==> config.mk <==
export PLATFORM = sky130hd
export DESIGN_NAME = mips_register_file_flat
export DESIGN_NICKNAME = d
export VERILOG_FILES = /design/src/rtl/mips_pkg.sv /design/src/rtl/mips_register_file_if.sv /design/src/rtl/regfile_read_port.sv /design/src/rtl/mips_register_file.sv /design/src/flat_wrapper.sv
export SDC_FILE = /design/constraint.sdc
export NUM_CORES = 2
export LEC_CHECK = 0
export CORE_ASPECT_RATIO = 0.75
export CORE_MARGIN = 1
export CORE_UTILIZATION = 46
export DETAILED_ROUTE_END_ITERATION = 8
export GPL_TIMING_DRIVEN = 0
export HOLD_SLACK_MARGIN = 0.05
export SYNTH_ARGS = -nofsm -noshare
export SYNTH_HDL_FRONTEND = slang
export SYNTH_SLANG_ARGS = --single-unit
==> constraint.sdc <==
create_clock -name clock -period 51.7 [get_ports clock]
set_input_delay 10.34 -clock clock [delete_from_list [all_inputs] [get_ports clock]]
set_output_delay 10.34 -clock clock [all_outputs]
set_load 0.01 [all_outputs]
==> src/rtl/mips_pkg.sv <==
// Shared MIPS datapath types and sizing, used by decode, register file and ALU stages.
// Pure declarations: no logic, no latency, no flow control.
package mips_pkg;
    localparam int DATA_W   = 32;
    localparam int ADDR_W   = 5;
    localparam int NUM_REGS = 32;

    typedef logic [DATA_W-1:0] word_t;
    typedef logic [ADDR_W-1:0] reg_idx_t;

    localparam reg_idx_t REG_ZERO = 5'd0;
endpackage

==> src/rtl/mips_register_file_if.sv <==
// Register file access bundle: one write port, one paired read request, two operand buses.
// Read data appears one cycle after read_en; no backpressure, the ALU stage always accepts.
interface mips_register_file_if;
    import mips_pkg::*;

    logic     read_en;
    reg_idx_t read_reg1;
    reg_idx_t read_reg2;
    logic     write_en;
    reg_idx_t write_reg;
    word_t    write_data;
    word_t    value1;
    word_t    value2;
    logic     operands_valid;

    modport master (
        output read_en, read_reg1, read_reg2, write_en, write_reg, write_data,
        input  value1, value2, operands_valid
    );

    modport slave (
        input  read_en, read_reg1, read_reg2, write_en, write_reg, write_data,
        output value1, value2, operands_valid
    );
endinterface

==> src/rtl/regfile_read_port.sv <==
// One registered read port: index decode, $zero forcing, optional same-cycle write bypass.
// Latency 1 cycle; value holds when read_en is low; no backpressure.
module regfile_read_port
    import mips_pkg::*;
#(
    parameter int NUM_REGS = mips_pkg::NUM_REGS
) (
    input  logic                     clock,
    input  logic                     reset,
    input  logic                     read_en,
    input  reg_idx_t                 read_reg,
    input  logic                     write_en,
    input  reg_idx_t                 write_reg,
    input  word_t                    write_data,
    input  word_t [NUM_REGS-1:0]     mem,
    output word_t                    value
);

    word_t rd_dat;

`ifdef REGFILE_WRITE_BYPASS_EN
    always_comb begin
        rd_dat = mem[read_reg];
        if (write_en && (write_reg != REG_ZERO) && (write_reg == read_reg))
            rd_dat = write_data;
        if (read_reg == REG_ZERO)
            rd_dat = '0;
    end
`else
    // Read-before-write: a colliding write only becomes visible next cycle.
    logic unused_wr;
    assign unused_wr = ^{write_en, write_reg, write_data};

    always_comb begin
        rd_dat = mem[read_reg];
        if (read_reg == REG_ZERO)
            rd_dat = '0;
    end
`endif

    always_ff @(posedge clock or posedge reset) begin
        if (reset)
            value <= '0;
        else if (read_en)
            value <= rd_dat;
    end

endmodule

==> src/rtl/mips_register_file.sv <==
// 32x32 MIPS GPR file, two registered read ports, one write port, $zero hardwired (REGFILE_WRITE_BYPASS_EN: write-to-read bypass).
// Latency 1 cycle read_en -> operands_valid; no backpressure, one operand pair per cycle.
module mips_register_file
    import mips_pkg::*;
#(
    parameter int DATA_W   = mips_pkg::DATA_W,
    parameter int ADDR_W   = mips_pkg::ADDR_W,
    parameter int NUM_REGS = mips_pkg::NUM_REGS
) (
    input  logic                 clock,
    input  logic                 reset,
    mips_register_file_if.slave  rf
);

    word_t [NUM_REGS-1:0] mem;
    logic                 valid_q;

    // Entry 0 is never written, so it stays at its reset value of zero.
    always_ff @(posedge clock or posedge reset) begin
        if (reset)
            mem <= '0;
        else if (rf.write_en && (rf.write_reg != REG_ZERO))
            mem[rf.write_reg] <= rf.write_data;
    end

    always_ff @(posedge clock or posedge reset) begin
        if (reset)
            valid_q <= 1'b0;
        else
            valid_q <= rf.read_en;
    end

    assign rf.operands_valid = valid_q;

    regfile_read_port #(.NUM_REGS(NUM_REGS)) u_port1 (
        .clock      (clock),
        .reset      (reset),
        .read_en    (rf.read_en),
        .read_reg   (rf.read_reg1),
        .write_en   (rf.write_en),
        .write_reg  (rf.write_reg),
        .write_data (rf.write_data),
        .mem        (mem),
        .value      (rf.value1)
    );

    regfile_read_port #(.NUM_REGS(NUM_REGS)) u_port2 (
        .clock      (clock),
        .reset      (reset),
        .read_en    (rf.read_en),
        .read_reg   (rf.read_reg2),
        .write_en   (rf.write_en),
        .write_reg  (rf.write_reg),
        .write_data (rf.write_data),
        .mem        (mem),
        .value      (rf.value2)
    );

endmodule

==> src/flat_wrapper.sv <==
// flat-port wrapper written by rule: the top's interface ports become plain ports
module mips_register_file_flat import mips_pkg::*;
#(
    parameter int DATA_W   = mips_pkg::DATA_W,
    parameter int ADDR_W   = mips_pkg::ADDR_W,
    parameter int NUM_REGS = mips_pkg::NUM_REGS
)
  (clock, reset, rf_read_en, rf_read_reg1, rf_read_reg2, rf_write_en, rf_write_reg, rf_write_data, rf_value1, rf_value2, rf_operands_valid);
  mips_register_file_if rf_i ();
  input  logic clock;
  input  logic reset;
  input wire logic [$bits(rf_i.read_en)-1:0] rf_read_en;
  input wire logic [$bits(rf_i.read_reg1)-1:0] rf_read_reg1;
  input wire logic [$bits(rf_i.read_reg2)-1:0] rf_read_reg2;
  input wire logic [$bits(rf_i.write_en)-1:0] rf_write_en;
  input wire logic [$bits(rf_i.write_reg)-1:0] rf_write_reg;
  input wire logic [$bits(rf_i.write_data)-1:0] rf_write_data;
  output wire logic [$bits(rf_i.value1)-1:0] rf_value1;
  output wire logic [$bits(rf_i.value2)-1:0] rf_value2;
  output wire logic [$bits(rf_i.operands_valid)-1:0] rf_operands_valid;
  assign rf_i.read_en = rf_read_en;
  assign rf_i.read_reg1 = rf_read_reg1;
  assign rf_i.read_reg2 = rf_read_reg2;
  assign rf_i.write_en = rf_write_en;
  assign rf_i.write_reg = rf_write_reg;
  assign rf_i.write_data = rf_write_data;
  assign rf_value1 = rf_i.value1;
  assign rf_value2 = rf_i.value2;
  assign rf_operands_valid = rf_i.operands_valid;
  mips_register_file #(.DATA_W(DATA_W), .ADDR_W(ADDR_W), .NUM_REGS(NUM_REGS)) u_core (.clock(clock), .reset(reset), .rf(rf_i));
endmodule
==> impl_metrics.toml <==
[route]
wl_per_cell_um = 35.3
drc = 0
drtAntennaViolNets = 0
viasPerCell = 6.55
firstDrtPassIters = 5
vias = 39600
drtIter0Drc = 4675
wirelength_um = 214000

[status]
failed_checks = "capacitance limit, slew limit"
status = "finished, violations left"

[synthesis]
synth_top_area_share_pct = 47.6
ys_seq_elements = 1089
synth_area_um2 = 57300
synth_nets = 4122
synth_edf_count = 0
synth_cell_type_count = 38
synthArstFlopShare_pct = 100
synth-main-ff-cell = "dfrtp_1"
synth_warnings = 0
ys_seq_area_share_pct = 47.6
synth_top_area_cell = "dfrtp_1"
yosys-top-cells-area = "dfrtp_1 (48%), mux2_2 (20%), mux4_2 (11%)"
synth_area_per_cell_um2 = 14.1
synthCells = 4071

[placement]
dpl.hpwl_um = 154000
gp_congestion = 0.935
port_buffers = 110
place_inst = 5828

[pwr]
seqPwrFrac_pct = 44.6
pwr-share-clk_pct = 33.8
switchingPower_uw = 762
worst_ir_drop_vdd_v = 0.0000339
p_comb_share_pct = 21.6
pwr_density_cell_nw_per_um2 = 39.5
power_switching_share_pct = 29.9
p_leak_uw = 0.0284
p_int_uw = 1790

[floorplan]
io-pin-count = 116
fp.dieArea_um2 = 126000
num_rows = 111
die_x_um = 409
initial_utilization_pct = 46.6
core_region_area_um2 = 123000
fp.dieH_um = 308

[sta]
tns_ns = 0
slew_viol_final = 11
min_period_ns = 13.86
hold_viol = 0
setup_viol = 0
max_slew.worst_pin.slew_ns = 1.52
relSlewSlack_pct = -1.52
fin_crit_sh_pct = 26.8
skew_ns = 0.0297
fmax_mhz = 72.1
rsz0062_at_grt = "false"

[setup_path]
cp_data_required_time_ns = 52.31
critical_path_class = "primary input to flip-flop"
cp.arrival_ns = 14.47
worst_setup_path_end_kind = "flip-flop"
crit_path_start_kind = "primary input"
cp_max_fo = 10

[clock_tree]
cts_buffers = 114
clk_latency_ns = 0.78
ctsResizeCount = 0
cts_tree = "built"
path_clk_slew_ns = 0.07
cts.htree.levels = 3
clockBufferDepth = 3
holdBufCountCts = 0
post_cts_buffers = 0
cts_sinks = 1089
cts_root_buffer = "clkbuf_16"

[final_layout]
register_area_um2 = 27300
n_fill_cell = 10600
nNetsFinal = 4357
layout_commonest_cell = "dfrtp_1"
final_cells = 6045
multi_input_area_um2 = 27900
layout_common_cells = "dfrtp_1 (1089), mux2_2 (992), mux2i_1 (481), clkbuf_1 (293), mux4_2 (288)"
syn2layout_area_growth_pct = 12.7
drive_gt1_share_pct = 37.4

[global_route]
grtUsageTotal_pct = 33.9
overflow = 0
grt_pass1_wl_um = 301000
grt_pass1_vias = 38600
grt_start_max_net_pins = 122
antenna_found_initial = 15

[worst_hold_path]
min_path_type = "flip-flop to flip-flop"

[job]
cap_viol_max_count = 2
[metrics by stage]
stage | setup WS (ns) | hold slack [ns] | instance area (um^2) | power [uW] | utilization, %
final | 37.84 | 0.478 | 64500 | 2550 | 52.5
after CTS | 38.23 | 0.481 | 64500 | 2540 | 52.5
after floorplan | 10.70 | 0.445 | 57300 | 1490 | -
after global routing | 38.03 | 0.495 | 64500 | 2640 | 52.5
after detailed placement | 37.43 | 0.467 | 60700 | 1680 | 49.4
after global placement | -3.62 | 0.455 | 60400 | 1670 | 49.2
[power by group through the flow]
stage | registers [uW] | clock network, uW | logic, uW
after detailed placement | 1150 | 0 | 537
after floorplan | 1110 | 0 | 376
final | 1140 | 861 | 550
after global placement | 1140 | 0 | 524
after global routing | 1160 | 902 | 578
after CTS | 1130 | 868 | 538
[worst max-delay path, stage by stage]
cell	delay, ns
clkdlybuf4s50_1	0.75
nor2_1	0.63
clkbuf_1	0.82
clkbuf_1	0.80
a221oi_1	0.20
o22ai_1	0.73
o41ai_2	0.16
[path summary, 6_finish.rpt]
check | startpoint | endpoint | slack (ns) | cells after the start
worst max-delay path | rf_read_reg2[2] | u_core.u_port2.value[5] | 37.84 | 7
worst min-delay path | u_core.mem[14] | u_core.mem[14] | 0.48 | 1
worst max register to register | u_core.mem[974] | u_core.u_port1.value[14] | 49.15 | 4
worst min register to register | u_core.mem[14] | u_core.mem[14] | 0.48 | 1
max in group asynchronous | reset | u_core.mem[953] | 39.23 | 5
min in group asynchronous | reset | u_core.mem[166] | 10.18 | 2
[cells in the mapped netlist, types with 59 or more instances]
master,number
buf_1,59
mux2i_1,481
o22ai_1,65
a22oi_1,95
a211oi_1,125
mux2_2,992
buf_2,68
nor2b_1,65
clkbuf_1,266
nand2_1,144
a22o_1,64
dfrtp_1,1089
mux4_2,288
[layer usage]
metal / vias up / GRT usage (%) / part of all wire, %
li1: 16100 / - / -
met1: 21400 / 51.1 / 45
met2: 1819 / 45.2 / 40
met3: 298 / 12.7 / 12
met4: 6 / 8.89 / 2.7
met5: - / 0 / 0.021
[final cells by class]
class                   instances  share of cell area (%)
diodes                         11                  0.0427
clock inverters                38                   0.722
plain buffers                 452                    3.25
clock buffers                 168                    5.19
multi-input cells            2526                    43.2
inverters                       4                  0.0349
well taps                    1638                    3.18
repair buffers                119                    2.09
flip-flops and latches       1089                    42.2
[flip-flops by register name, summed over array words and instances, names as in the netlist]
name                      count
u_core.rf.operands_valid      1
u_core.u_port2.value         32
u_core.u_port1.value         32
u_core.mem                 1024
[kinds of logic (layout without fill, tap and decap cells)]
logic type	count (synthesis)	after routing	share of synthesized area [%]
mux	1761	1761	39.2
other cells	0	11	0
flops	1089	1089	47.6
buf+inv	456	781	3.69
compound gates	513	513	7.43
simple gates	252	252	2.05
No activity file was read; power rests on OpenSTA's default activity.
